<file path="src/rtl/ramp_adc_pkg.sv">
// rtl/ramp_adc_pkg.sv - shared types and helpers for the ramp-compare ADC controller
package ramp_adc_pkg;

  typedef enum logic [1:0] {
    IDLE   = 2'd0,
    SETTLE = 2'd1,
    RAMP   = 2'd2,
    DONE   = 2'd3
  } state_t;

  // Clocks from start accept to the result_valid cycle for a sweep that runs to full scale:
  // one settle step plus 2**width ramp steps, each step_periods PWM periods long.
  function automatic int unsigned sweep_latency(input int unsigned width,
                                                input int unsigned step_periods);
    return (1 + (1 << width)) * step_periods * (1 << width);
  endfunction

endpackage

</file>
<file path="src/rtl/pwm_core.sv">
// rtl/pwm_core.sv - free-running PWM counter with registered compare output and wrap pulse
module pwm_core #(
  parameter int WIDTH = 8
) (
  input  logic             clk,
  input  logic             reset,
  input  logic             clear,
  input  logic [WIDTH-1:0] code,
  output logic             pwm_out,
  output logic             wrap
);

  logic [WIDTH-1:0] cnt;

  // Period counter; clear realigns the period so a new sweep starts on a period boundary.
  always_ff @(posedge clk) begin
    if (reset || clear) begin
      cnt <= '0;
    end else begin
      cnt <= cnt + 1'b1;
    end
  end

  // Registered compare: high for 'code' clocks out of every 2**WIDTH.
  always_ff @(posedge clk) begin
    if (reset) begin
      pwm_out <= 1'b0;
    end else begin
      pwm_out <= (cnt < code);
    end
  end

  assign wrap = &cnt;

endmodule

</file>
<file path="src/rtl/ramp_adc_ctrl.sv">
// rtl/ramp_adc_ctrl.sv - multi-channel ramp-compare ADC controller
module ramp_adc_ctrl
  import ramp_adc_pkg::*;
#(
  parameter int WIDTH        = 8,
  parameter int CHANNELS     = 4,
  parameter int STEP_PERIODS = 4,
  parameter int SYNC_STAGES  = 2
) (
  input  logic                      clk,
  input  logic                      reset,
  input  logic                      start,
  input  logic                      mode,
  input  logic [CHANNELS-1:0]       cmp_in,
  output logic                      pwm_out,
  output logic [WIDTH-1:0]          ramp_code,
  output logic                      busy,
  output logic [CHANNELS*WIDTH-1:0] result,
  output logic                      result_valid,
  output logic [CHANNELS-1:0]       overrange
);

  localparam int STEP_W = (STEP_PERIODS > 1) ? $clog2(STEP_PERIODS) : 1;
  localparam logic [STEP_W-1:0] LAST_STEP = STEP_W'(STEP_PERIODS - 1);
  localparam logic [WIDTH-1:0]  CODE_MAX  = {WIDTH{1'b1}};

  state_t state, state_nxt;

  logic [CHANNELS-1:0]       sync_q [SYNC_STAGES];
  logic [CHANNELS-1:0]       cmp_s;
  logic [STEP_W-1:0]         step_cnt;
  logic                      wrap;
  logic                      tick;
  logic                      start_acc;
  logic                      enter_settle;
  logic [CHANNELS-1:0]       captured, cap_nxt;
  logic [CHANNELS-1:0]       cap_ovr, ovr_nxt;
  logic [CHANNELS*WIDTH-1:0] cap_code, code_nxt;
  logic                      all_cap;

  assign cmp_s        = sync_q[SYNC_STAGES-1];
  assign start_acc    = (state == IDLE) && start;
  assign enter_settle = (state_nxt == SETTLE) && (state != SETTLE);
  assign tick         = wrap && (step_cnt == LAST_STEP);

  pwm_core #(.WIDTH(WIDTH)) u_pwm (
    .clk     (clk),
    .reset   (reset),
    .clear   (start_acc),
    .code    (ramp_code),
    .pwm_out (pwm_out),
    .wrap    (wrap)
  );

  // Comparator synchroniser chain; only the last stage is ever looked at.
  always_ff @(posedge clk) begin
    if (reset) begin
      for (int s = 0; s < SYNC_STAGES; s++) sync_q[s] <= '0;
    end else begin
      sync_q[0] <= cmp_in;
      for (int s = 1; s < SYNC_STAGES; s++) sync_q[s] <= sync_q[s-1];
    end
  end

  // Counts PWM periods within one ramp step; restarts with each new sweep from IDLE.
  always_ff @(posedge clk) begin
    if (reset || start_acc) begin
      step_cnt <= '0;
    end else if (wrap) begin
      step_cnt <= (step_cnt == LAST_STEP) ? '0 : step_cnt + 1'b1;
    end
  end

  // Per-channel capture decision for the current step, applied only on a RAMP tick.
  always_comb begin
    cap_nxt  = captured;
    ovr_nxt  = cap_ovr;
    code_nxt = cap_code;
    for (int i = 0; i < CHANNELS; i++) begin
      if (!captured[i]) begin
        if (!cmp_s[i]) begin
          code_nxt[i*WIDTH +: WIDTH] = ramp_code;
          cap_nxt[i]                 = 1'b1;
        end else if (ramp_code == CODE_MAX) begin
          code_nxt[i*WIDTH +: WIDTH] = CODE_MAX;
          ovr_nxt[i]                 = 1'b1;
          cap_nxt[i]                 = 1'b1;
        end
      end
    end
    all_cap = &cap_nxt;
  end

  // State register.
  always_ff @(posedge clk) begin
    if (reset) begin
      state <= IDLE;
    end else begin
      state <= state_nxt;
    end
  end

  // Next-state and state-decoded outputs.
  always_comb begin
    state_nxt    = state;
    busy         = (state != IDLE);
    result_valid = (state == DONE);
    case (state)
      IDLE:    if (start) state_nxt = SETTLE;
      SETTLE:  if (tick) state_nxt = RAMP;
      RAMP:    if (tick && all_cap) state_nxt = DONE;
      DONE:    state_nxt = mode ? SETTLE : IDLE;
      default: state_nxt = IDLE;
    endcase
  end

  // Ramp code, capture shadows and the published result/overrange registers.
  always_ff @(posedge clk) begin
    if (reset) begin
      ramp_code <= '0;
      captured  <= '0;
      cap_ovr   <= '0;
      cap_code  <= '0;
      result    <= '0;
      overrange <= '0;
    end else if (enter_settle) begin
      ramp_code <= '0;
      captured  <= '0;
      cap_ovr   <= '0;
      cap_code  <= '0;
    end else if ((state == RAMP) && tick) begin
      captured <= cap_nxt;
      cap_ovr  <= ovr_nxt;
      cap_code <= code_nxt;
      if (all_cap) begin
        ramp_code <= '0;
        result    <= code_nxt;
        overrange <= ovr_nxt;
      end else begin
        ramp_code <= ramp_code + 1'b1;
      end
    end
  end

endmodule

</file>
<file path="config.mk">
export PLATFORM = sky130hd
export DESIGN_NAME = ramp_adc_ctrl
export DESIGN_NICKNAME = d
export VERILOG_FILES = /design/src/rtl/ramp_adc_pkg.sv /design/src/rtl/pwm_core.sv /design/src/rtl/ramp_adc_ctrl.sv
export SDC_FILE = /design/constraint.sdc
export NUM_CORES = 1
export LEC_CHECK = 0
export CAP_MARGIN = 40
export CORE_ASPECT_RATIO = 0.8
export CORE_MARGIN = 10
export CORE_UTILIZATION = 30
export DETAILED_ROUTE_END_ITERATION = 7
export DONT_BUFFER_PORTS = 1
export GPL_TIMING_DRIVEN = 0
export MAX_ROUTING_LAYER = met4
export PLACE_DENSITY = 0.49
export SLEW_MARGIN = 20
export SYNTH_ARGS = -nofsm -noshare
export SYNTH_HDL_FRONTEND = slang
export SYNTH_HIERARCHICAL = 1
export SYNTH_SLANG_ARGS = --single-unit
</file>
<file path="constraint.sdc">
create_clock -name clk -period 2 [get_ports clk]
set_input_delay 0.3 -clock clk [delete_from_list [all_inputs] [get_ports clk]]
set_output_delay 0.3 -clock clk [all_outputs]
set_load 0.02 [all_outputs]
</file>
---- After elaboration in Yosys (flattened, before gate mapping) ----
Memories as Yosys holds them, arrays and structs flattened.
Index checks and enable logic that the tools add are counted.
storage, ports and cells
  flip-flop bits (word level) ............. 97
  bits in writable memories ............... 8
  bits of input ports ..................... 8
  logic and storage cells ................. 82
  memories ................................ 1
memories
  name    words  width  rd ports  clocked after Yosys merged registers in  write ports  RTL line             RTL
  sync_q  2      4      2         0                                        2            ramp_adc_ctrl.sv:29  logic [CHANNELS-1:0] sync_q [SYNC_STAGES];
cells by class
  $add $sub $neg .......................... 3
  magnitude comparators ................... 1
  equality and inequality tests ........... 7
  muxes and demuxes ....................... 45
  bitwise logic cells ..................... 3
  reduce and logical (&&, ||, !) cells .... 12
operator list
  operator                                                          count
  8-bit 2-to-1 mux                                                  13
  1-bit 2-to-1 mux                                                  25
  8-bit by 1-bit adder with 8-bit output (second input constant)    2
  8-bit == test (second input constant)                             1
  8-bit < comparator                                                1
  2-bit 2-to-1 mux                                                  4
  4-bit 2-to-1 mux                                                  2
  2-bit one-hot mux with 4 select lines                             1
  8-bit AND reduction                                               1
  2-bit == test (second input constant)                             3
  6-bit AND reduction                                               1
  1-bit logical AND                                                 5
  2-bit by 1-bit == test with 1-bit output (second input constant)  2
  4-bit AND reduction                                               1
  2-bit by 1-bit adder with 2-bit output (second input constant)    1
  2-bit zero test                                                   1
  2-bit by 1-bit != test with 1-bit output (second input constant)  1
  1-bit OR                                                          2
  2-bit nonzero test                                                1
  2-bit OR reduction                                                1
  1-bit logical OR                                                  1
  1-bit NOT                                                         1

---- Depth between registers and ports, before layout ----
  depth after elaboration ................. 12
  depth in mapped cells ................... 8
  gate-level depth less buffers ........... 7

---- Cells and area by module ----
The synthesis kept the hierarchy.
by module, submodules not included
  module         times used  cells an instance  area an instance (sq um)  seq. area each (sq um)
  ramp_adc_ctrl  1           477                4425.5                    1921.8
  pwm_core       1           60                 511.7                     180.2

---- Least setup slack after synthesis ----
No wires, ideal clock.
  path kind ............................... reg2reg
  from .................................... register ramp_code[1]
  to ...................................... register overrange[0]
  setup time .............................. 0.134 ns
  data arrival time ....................... 1.878 ns
  data required time ...................... 1.866 ns
  slack ................................... -0.013 ns
  cell stages (with the launch flop) ...... 8
  buffers on the path ..................... 2
  cell sequence ........................... dfxtp_1 > ha_1 > nand3_1 > or2_1 > buf_6 > buf_6 > a2111oi_1 > a211oi_1
on the way
  word-level cells in the longest chain between the ends .. 12
  elaborated cells between the ends (all ways) .. 21
  classes of those cells .................. eq/ne (2); mux (14); bitwise (1); reduce/logical (4)
ends and longest elaborated chain
  element                                   RTL line              RTL
  from (decl)                               ramp_adc_ctrl.sv:16   output logic [WIDTH-1:0] ramp_code,
  from (signal assigned)                    ramp_adc_ctrl.sv:140  ramp_code <= ramp_code + 1'b1;
  8-bit == test *                           ramp_adc_ctrl.sv:84   end else if (ramp_code == CODE_MAX) begin
  1-bit 2-to-1 mux                          ramp_adc_ctrl.sv:84
  1-bit 2-to-1 mux                          ramp_adc_ctrl.sv:81   if (!cmp_s[i]) begin
  1-bit 2-to-1 mux                          ramp_adc_ctrl.sv:80   if (!captured[i]) begin
  4-bit AND reduction                       ramp_adc_ctrl.sv:91   all_cap = &cap_nxt;
  1-bit logical AND                         ramp_adc_ctrl.sv:111  RAMP: if (tick && all_cap) state_nxt = DONE;
  2-bit 2-to-1 mux                          ramp_adc_ctrl.sv:111
  2-bit one-hot mux with 4 select lines     ramp_adc_ctrl.sv:108  case (state)
  2-bit by 1-bit == test with 1-bit output  ramp_adc_ctrl.sv:43   assign enter_settle = (state_nxt == SETTLE) && (state != SETTLE);
  1-bit logical AND                         ramp_adc_ctrl.sv:43
  1-bit NOT (no line)                       --
  6-bit AND reduction (no line)             --
  to (signal assigned)                      ramp_adc_ctrl.sv:138  overrange <= ovr_nxt;
  to (decl)                                 ramp_adc_ctrl.sv:20   output logic [CHANNELS-1:0] overrange
Every way passes the cells marked *; elsewhere a longest branch is shown, timed or not.
A chain may end at the register's enable or synchronous reset.

---- Final worst setup path ----
  from .................................... register ramp_code[1]
  to ...................................... register cap_code[22]
on the way
  word-level cells in the longest chain between the ends .. 11
  elaborated cells between the ends (all ways) .. 20
  classes of those cells .................. eq/ne (2); mux (14); reduce/logical (4)
ends and longest elaborated chain
  element                                   RTL line              RTL
  8-bit == test *                           ramp_adc_ctrl.sv:84
  1-bit 2-to-1 mux                          ramp_adc_ctrl.sv:84
  1-bit 2-to-1 mux                          ramp_adc_ctrl.sv:81
  1-bit 2-to-1 mux                          ramp_adc_ctrl.sv:80
  4-bit AND reduction                       ramp_adc_ctrl.sv:91
  1-bit logical AND                         ramp_adc_ctrl.sv:111
  2-bit 2-to-1 mux                          ramp_adc_ctrl.sv:111
  2-bit one-hot mux with 4 select lines     ramp_adc_ctrl.sv:108
  2-bit by 1-bit == test with 1-bit output  ramp_adc_ctrl.sv:43
  1-bit logical AND                         ramp_adc_ctrl.sv:43
  2-bit OR reduction (no line)              --
  to (signal assigned)                      ramp_adc_ctrl.sv:134  cap_code <= code_nxt;
  to (decl)                                 ramp_adc_ctrl.sv:38   logic [CHANNELS*WIDTH-1:0] cap_code, code_nxt;
Marks and branches as above.

==> results.tsv <==
metric	value	unit
hold_sp	reset	
hold crit path type	primary input to register	
Die W	163.4	um
Boundary Pins	55	
worst setup path category	register to register	
Inst Count DP	752	
hpwl dp	9626	um
gpl congestion	0.8294	
core area	15950	um2
crit path cell chain	ha_4 -> nand3_2 -> or2_1 -> buf_6 -> a21oi_2 -> o221a_2	
1st-iter DRT viols	231	
sequential share of the synthesized area	42.57	%
worst-path maximum fanout	8	
maximum vdd drop	0.4628	mV
actual slew at the worst max-slew pin	0.6317	ns
CP max stage cell	dfxtp_4	
hold depth	1	
final wirelength	13780	um
FMAX	524.0	MHz
reg-to-reg startpoint	ramp_code[1]$_SDFFE_PP0P_	
wire per inst	17.73	um
CP peak stage delay	0.47	ns
slew margin rel.	57.89	%
net switching power	0.9425	mW
Netlist Area Pre-Place	4937	um2
Post-synth EDFFs	0	
Clock H-tree levels	3	
final instance area	5862	um2
Mapped Cells	537	
Startpoint Class	register	
number of buffers created by CTS	9	
main flop type after synthesis	dfxtp_1	
total global-route track usage	13.00	%
Vias	3974	
combinational fraction of design power	4.3	%
status	finished, final reports clean	
Final Power	4.613	mW
die area	22020	um2
initial antenna violation count	0	
R2R cell count	6	
Initial Util	30.95	%
IO Port Bufs	0	
maxcap violations	0	
clk buf depth	2	
Via density	5.115	
Post-Synth Simple-Gate Area	17.84	%
Finish-stage setup viols	0	
Synth Area in Adders	2.534	%
RR Endpoint	cap_code[22]$_SDFFE_PP0P_	
Sw Ratio	20.43	%
post-route setup TNS	0	ns
Synth Warn #	6	
layout net count	575	
Hold Buf Count CTS	0	
Final Hold Vio Count	0	
clock share of power	50.0	%
root buffer cell	clkbuf_16	
TritonCTS clock tree	built	
post-layout utilization of the core	36.74	%
Layout Area Growth over Synthesis	18.73	%
DRC viols	0	
Clk pin slew, worst setup/hold paths	0.07	ns
Clock Latency Late Sink	0.35	ns
Synth async-reset ratio	0	%
P_int	3.671	mW
die height	134.7	um
Req. time, crit path	2.30	ns
Post-Layout Cell Count	777	
Final Skew	0.01117	ns
synthesized flop and latch total	105	
Seq pwr share	45.7	%
proportion of synthesized area in mux cells	7.831	%
first-pass GRT wire length	21990	um
largest family of logic cells by synthesized area	compound AO/OA/AOI/OAI gates	
Final Cycle Share	95.42	%
fraction of layout cells with a size suffix above 1	21.17	%
Data arrival, critical path	2.20	ns
P per Cell Area	787.0	nW/um2
crit path capture type	register	
number of routed nets with antenna violations	0	
xor and xnor area share after synthesis	1.242	%
DR pass1 iterations	4	
Worst Hold End	u_pwm/pwm_out$_SDFF_PP0_	
placed cell area	5209	um2
vias in the first global route	3918	
TritonCTS Sinks	105	
Final min period	1.908	ns
R2R setup slack	0.09	ns
largest net degree at the start of global routing	17	
syn_area_per_cell	9.194	um2
final count of pins violating max slew	0	
Row Count	41	
Compound-Gate Fraction of Synth Area	21.79	%
count of cell types in the netlist	53	
syn_nets	555	
Leakage	2.141	nW
grt ovf	0	
# diodes	0	
==> state kept, by name (all words and copies together) (netlist names) <==
register       cells
cap_code          32
result            32
ramp_code          8
sync_q             8
u_pwm/cnt          8
cap_ovr            4
captured           4
overrange          4
state              2
step_cnt           2
u_pwm/pwm_out      1
==> cell usage after synthesis, drive strengths merged (4+ instances only) <==
library cell / instances / area (um2)
o211a: 4 / 40.04
clkbuf: 24 / 100.1
nand2: 64 / 240.2
or3: 7 / 47.54
nor2: 44 / 165.2
dfxtp: 105 / 2102
a211oi: 5 / 37.54
mux2: 5 / 56.30
o221a: 28 / 315.3
nand2b: 4 / 25.02
a2111oi: 5 / 55.05
nor2b: 13 / 81.33
buf: 19 / 152.6
nand4: 5 / 46.29
a21oi: 16 / 113.9
ha: 10 / 125.1
nor3: 17 / 85.08
inv: 14 / 52.55
o21a: 8 / 60.06
o21ai: 38 / 201.5
mux2i: 33 / 330.3
o211ai: 29 / 217.7
nand3: 13 / 65.06
xnor2: 4 / 35.03
==> critical path, delay by kind of cell, from the launching register on <==
kind	cells	cell delay [ns]
adder cells (fa/ha/maj)	1	0.19
AND/OR/NAND/NOR	2	0.39
AO/OA/AOI/OAI	2	0.62
flip-flops	1	0.47
buffers and inverters	1	0.16
==> cell families after synthesis <==
kind of cell | Yosys count
adders and majority gates | 10
xor gates and xnor gates | 7
DFF | 105
buffers and inverters | 57
and+or+nand+nor | 183
AOI/OAI and AO/OA | 137
muxes | 38
==> per-layer routing <==
layer / vias up / routed length, um / global-route usage, %
li1: 1982 / - / -
met5: - / 0 / -
met2: 101 / 5838 / 18.34
met4: 0 / 200 / 4.300
met1: 1872 / 6786 / 17.20
met3: 19 / 952 / 4.010
==> power by group through the flow <==
stage          combinational (mW)  clock (mW)  sequential (mW)
6_report                    0.198        2.31             2.11
5_1_grt                     0.220        2.45             2.11
4_1_cts                     0.193        2.35             2.11
3_5_place_dp                0.179           0             2.16
3_3_place_gp                0.177           0             2.16
2_1_floorplan               0.130           0             2.16
==> cells in the final DEF, fill, tap and decap left out, types with 3 or more instances in the layout <==
cell type,n
mux2i_1,33
xor2_1,3
nand3_1,12
o221a_2,28
o21ai_0,33
o21ai_2,4
inv_1,14
o211a_1,4
clkbuf_2,4
o21a_1,8
nor3_1,17
a211oi_1,5
xnor2_1,4
bufinv_16,5
buf_6,8
dfxtp_4,6
a2111oi_4,3
dfxtp_2,6
or3_1,4
a21oi_1,10
dfxtp_1,93
nand2b_1,4
clkbuf_1,20
buf_4,9
a21oi_4,4
nor2_1,43
nor2b_1,13
mux2_1,4
nand2_1,64
or3_2,3
clkbuf_16,9
ha_1,8
buf_2,8
o211ai_1,29
nand4_1,4
==> worst max-delay path by stage <==
stage	start	end	slack, ns	cells past startpoint
after detailed placement	ramp_code[1]$_SDFFE_PP0P_	overrange[3]$_SDFFE_PP0P_	-0.36	7
after global routing	ramp_code[1]$_SDFFE_PP0P_	overrange[1]$_SDFFE_PP0P_	-0.0005	7
final	ramp_code[1]$_SDFFE_PP0P_	cap_code[22]$_SDFFE_PP0P_	0.09	6
after global placement	ramp_code[1]$_SDFFE_PP0P_	overrange[3]$_SDFFE_PP0P_	-0.36	7
after floorplan	u_pwm/cnt[0]$_SDFF_PP0_	result[7]$_SDFFE_PP0P_	0.09	7
after CTS	ramp_code[6]$_SDFFE_PP0P_	overrange[1]$_SDFFE_PP0P_	0.02	6
==> per-stage QoR <==
step / hold WS [ns] / worst slack, ns
2_1_floorplan: 0.3815 / 0.08944
3_3_place_gp: 0.3856 / -0.3572
3_5_place_dp: 0.3881 / -0.3643
4_1_cts: 0.01153 / 0.02433
5_1_grt: 0.007401 / -0.0004656
6_report: 0.02262 / 0.09151
==> repair_timing <==
action                     in CTS  in global routing
gates cloned                    0                  0
setup buffers                   7                  2
setup endpoints to repair      84                 49
gates resized for setup        27                 20
pin swaps                       5                  4
==> area by class of cell <==
cell class | count | area [um2]
buffer | 43 | 267.8
inverter | 14 | 52.55
multi-input combinational | 375 | 2668
clock buffer | 11 | 242.7
tap | 215 | 269.0
fill | 1601 | 10090
clock inverter | 5 | 150.1
sequential | 105 | 2132
timing repair buffer | 9 | 80.08
(Power assumes the default switching activity.)
